[config.mk]
export PLATFORM = sky130hd
export DESIGN_NAME = led_vu_meter
export DESIGN_NICKNAME = d
export VERILOG_FILES = /design/src/rtl/led_vu_meter.sv
export SDC_FILE = /design/constraint.sdc
export NUM_CORES = 1
export LEC_CHECK = 0
export ABC_CLOCK_PERIOD_IN_PS = 11000
export CAP_MARGIN = 25
export CORE_ASPECT_RATIO = 0.7
export CORE_UTILIZATION = 31
export DETAILED_ROUTE_END_ITERATION = 10
export PLACE_DENSITY = 0.51
export SETUP_SLACK_MARGIN = 0.02
export SYNTH_ARGS = -nofsm -noshare
export SYNTH_HDL_FRONTEND = slang
export SYNTH_SLANG_ARGS = --single-unit
[constraint.sdc]
create_clock -name clk -period 11 [get_ports clk]
set_clock_uncertainty 0.05 [all_clocks]
set_input_delay 1.65 -clock clk [delete_from_list [all_inputs] [get_ports clk]]
set_output_delay 1.65 -clock clk [all_outputs]
set_load 0.005 [all_outputs]
[src/rtl/led_vu_meter.sv]
// Stereo VU bar-graph: peak magnitude, log-scale level, peak hold and
// timed one-segment-per-tick decay onto an 8-LED bar.
module led_vu_meter #(
    parameter int DECAY_TICKS = 2500000,
    parameter int HOLD_TICKS  = 10
) (
    input  logic               clk,
    input  logic               rst,
    input  logic               valid,
    input  logic signed [15:0] lft_out,
    input  logic signed [15:0] rht_out,
    output logic [7:0]         LED
);

    localparam int CW = $clog2(DECAY_TICKS);
    localparam int HW = $clog2(HOLD_TICKS + 1);

    localparam logic [1:0] S_IDLE  = 2'd0;
    localparam logic [1:0] S_HOLD  = 2'd1;
    localparam logic [1:0] S_DECAY = 2'd2;

    logic [14:0]   mag_q, mag_d;
    logic          v2_q, v2_d;
    logic [CW-1:0] cnt_q, cnt_d;
    logic [1:0]    state_q, state_d;
    logic [3:0]    pk_q, pk_d;
    logic [HW-1:0] hold_q, hold_d;
    logic [7:0]    led_q, led_d;

    logic [14:0] abs_l, abs_r;
    logic [3:0]  level;
    logic        tick;
    logic        upd;

    // |-32768| is the only value that does not fit in 15 bits
    function automatic logic [14:0] mag15(input logic signed [15:0] x);
        logic [15:0] a;
        a = x[15] ? 16'(-x) : 16'(x);
        return a[15] ? 15'h7FFF : a[14:0];
    endfunction

    assign abs_l = mag15(lft_out);
    assign abs_r = mag15(rht_out);
    assign tick  = (cnt_q == CW'(DECAY_TICKS - 1));

    always_comb begin
        mag_d = mag_q;
        if (valid) begin
            mag_d = (abs_l > abs_r) ? abs_l : abs_r;
        end
        v2_d  = valid;
        cnt_d = tick ? '0 : cnt_q + CW'(1);
    end

    always_comb begin
        level = 4'd0;
        for (int k = 0; k < 8; k++) begin
            if (mag_q >= (15'd128 << k)) begin
                level = level + 4'd1;
            end
        end
    end

    // A qualifying update wins over a coincident tick
    always_comb begin
        state_d = state_q;
        pk_d    = pk_q;
        hold_d  = hold_q;
        upd     = v2_q && (level >= pk_q) && (level != 4'd0);
        if (upd) begin
            pk_d    = level;
            hold_d  = HW'(HOLD_TICKS);
            state_d = S_HOLD;
        end else if (tick) begin
            case (state_q)
                S_HOLD: begin
                    if (hold_q <= HW'(1)) begin
                        state_d = S_DECAY;
                    end else begin
                        hold_d = hold_q - HW'(1);
                    end
                end
                S_DECAY: begin
                    if (pk_q <= 4'd1) begin
                        pk_d    = 4'd0;
                        state_d = S_IDLE;
                    end else begin
                        pk_d = pk_q - 4'd1;
                    end
                end
                default: begin
                end
            endcase
        end
    end

    always_comb begin
        led_d = 8'h00;
        for (int i = 0; i < 8; i++) begin
            led_d[i] = (pk_q > 4'(i));
        end
    end

    always_ff @(posedge clk) begin
        if (rst) begin
            mag_q   <= '0;
            v2_q    <= 1'b0;
            cnt_q   <= '0;
            state_q <= S_IDLE;
            pk_q    <= 4'd0;
            hold_q  <= '0;
            led_q   <= 8'h00;
        end else begin
            mag_q   <= mag_d;
            v2_q    <= v2_d;
            cnt_q   <= cnt_d;
            state_q <= state_d;
            pk_q    <= pk_d;
            hold_q  <= hold_d;
            led_q   <= led_d;
        end
    end

    assign LED = led_q;

endmodule
==> results.cfg <==
[power_and_ir_drop]
total_power_mw = 0.912
p_sw_mw = 0.354
pwr-share-seq_pct = 23.6
p_int_mw = 0.558
ir_worst_vdd_mv = 0.0781
leakage_nw = 1.79
clkPwrFrac_pct = 21.9
p_sw_share_pct = 38.8
combPwrFrac_pct = 54.6
power_density_nw_per_um2 = 190

[routing]
ant_nets = 0
first_iter_violations = 176
dr.pass1.iters = 5
wl_per_cell_um = 13.2
routed_via_density = 5.03
drt-total-wl_mm = 9.64
vias = 3661
route.detailed.drc = 0

[grt]
grt-ovfl-total = 0
grt_max_degree = 33
antenna_found_initial = 0
grt_pass1_wl_mm = 16.9
grt_pass1_vias = 3494
grtUsageTotal_pct = 14.8

[setup_path]
slowest_stage = ha_1
cp-start-kind = flop
path_max_fanout = 16
critical_path_class = flop to flop
worst-path-buf-inv = 1
cp.required_ns = 11.12
slowest_delay_ns = 0.49
cp-end-kind = flop
critPathArrivalTime_ns = 6.80
timing.critical_path.mode_cell = ha_1
cp_top_family = simple AND/OR/NAND/NOR gates

[floorplan]
rows = 34
initial_core_util_pct = 32.4
die-area_um2 = 13700
pin_count = 43
die_width_um = 139
core_area_um2 = 12600
die_y_um = 98.2

[logic_synthesis]
syn-num-nets = 609
synth_edf_count = 0
ys_seq_area_share_pct = 23.9
synth_cell_type_count = 62
async_flop_share_pct = 0
synth_area_um2 = 4100
yosysWarnings = 0
synthCells = 539
synth_ff_type = dfxtp_1
syn_avg_cell_area_um2 = 7.60
ys_ff_latch = 49

[run_status]
outcome = completed

[sta]
rsz0062_at_grt = false
tightest_slew_ns = 0.781
tns_ns = 0
slew_headroom_pct = 47.9
setup_violations = 0
finalCriticalPeriod_ns = 6.67
timing.fmax_mhz = 150
drv_slew = 0
fin_crit_sh_pct = 60.7
hold_viol_final = 0

[clock_network]
path_clk_slew_ns = 0.07
cts_inserted_buffers = 5
cts_htree_levels = 2
cts_root_buf = clkbuf_16
cts_hold_buf = 0
cts_tree = done
post-cts-setup-buffers = 0
clkLatencyLatePin_ns = 0.29
cts.sinks = 49
clk_path_buf_depth = 2
cts_resized = 0

[job]
drv_cap = 0

[placed_design]
placed_area_um2 = 4610
place_congestion = 0.861
numPortBuffers = 42
dp_hpwl_mm = 7.59

[layout]
final_area_um2 = 4810
areaGrowthSynthToFinish_pct = 17.5
nets = 635
diodes = 0
drive_above_1_share_pct = 5.12

[min_path]
hp-class = flop to flop
-- final timing paths --
check                    startpoint  depth (start not counted)                   end  slack (ns)
max          mag_q[12]$_SDFFE_PP0P_                         28  pk_q[0]$_SDFFE_PP0P_        4.33
min             cnt_q[0]$_SDFF_PP0_                          1   cnt_q[0]$_SDFF_PP0_        0.42
max reg2reg  mag_q[12]$_SDFFE_PP0P_                         28  pk_q[0]$_SDFFE_PP0P_        4.33
min reg2reg     cnt_q[0]$_SDFF_PP0_                          1   cnt_q[0]$_SDFF_PP0_        0.42
-- routing by layer --
layer	global-route usage (%)	vias to the layer above	part of all wire (%)
li1	-	1946	-
met1	22.5	1657	57
met2	21.8	54	40
met3	2.11	4	2.6
met4	2.91	0	0.52
met5	0	-	0
-- flip-flops by register name, indices dropped and copies added, names as in the netlist --
name	flops
mag_q	8
v2_q	1
state_q	2
cnt_q	22
LED	8
hold_q	4
pk_q	4
-- kinds of logic after synthesis --
logic type | share of synthesized area, %
adder cells (fa/ha/maj) | 10.7
multiplexers | 2.87
flip-flops | 23.9
XOR/XNOR | 12.6
buffers and inverters | 4.86
AO/OA/AOI/OAI | 17.4
AND/OR/NAND/NOR | 27.6
-- Yosys cell counts, drive strengths merged (2+ instances only) --
cell type   n  area [um^2]
a31o        4         35.0
nand3b      3         22.5
or2         5         31.3
a31oi       4         25.0
nor4        8         50.1
o31a        2         18.8
a211oi      3         22.5
nand2b      7         43.8
xnor2      26          228
nor3       13         65.1
o21ai      30          150
nor4b       4         35.0
o41ai       2         17.5
and2        5         31.3
clkbuf     19         71.3
o21bai      2         15.0
o211ai      2         15.0
o21ba       2         20.0
o22ai       2         12.5
nand4       9         56.3
or4         3         23.8
a21boi      3         22.5
o21a        6         45.0
nor2       64          240
and3        4         25.0
nor2b       5         31.3
nor3b       4         30.0
a221o       2         20.0
xor2       33          289
nand2      62          233
or3        14         92.6
buf         6         41.3
mux2i       9          103
o31ai       8         60.1
a21o        4         37.5
nand3      16         80.1
a21oi      23          115
inv        22         82.6
ha         35          438
dfxtp      49          981
-- through the flow --
step           instances  setup WS (ns)  util [%]  hold slack (ns)
3_5_place_dp         719           4.36      36.5            0.407
5_1_grt              728           3.65      38.1            0.452
4_1_cts              727           4.33      38.1            0.423
6_report             728           4.33      38.1            0.416
3_3_place_gp         719           4.52      36.5            0.396
2_1_floorplan        539           4.70         -            0.380
-- worst register-to-register path, delay by kind of cell, from the launching register on --
family,cells,cell delay (ns)
multiplexers,2,0.39
flip-flops,1,0.39
AND/OR/NAND/NOR,8,1.85
XOR/XNOR,6,1.23
buffers and inverters,1,0.08
AO/OA/AOI/OAI,6,0.84
adder cells (fa/ha/maj),5,1.71
-- cell usage in the layout (no fill, tap or decap), types with 22 or more instances in the layout --
cell             Yosys  routed
clkdlybuf4s50_1      0      42
nor2_1              64      64
inv_1               22      22
o21ai_0             30      30
ha_1                35      35
nand2_1             62      62
dfxtp_1             49      49
a21oi_1             23      23
xor2_1              33      33
xnor2_1             26      26
-- layout make-up --
| class | instances | area (um^2) |
|---|---|---|
| Clock inverter | 3 | 68.8 |
| Clock buffer | 5 | 125 |
| Tap cell | 162 | 203 |
| Fill cell | 1291 | 7820 |
| Inverter | 23 | 86.3 |
| Sequential cell | 49 | 981 |
| Timing Repair Buffer | 44 | 433 |
| Multi-Input combinational cell | 442 | 2920 |
-- power groups by stage --
stage | clock (mW) | combinational [mW] | sequential (mW)
after CTS | 0.206 | 0.500 | 0.215
after global routing | 0.214 | 0.562 | 0.219
after global placement | 0 | 0.487 | 0.219
final | 0.200 | 0.498 | 0.215
after detailed placement | 0 | 0.497 | 0.219
after floorplan | 0 | 0.393 | 0.212
No activity file was read; power rests on OpenSTA's default activity.
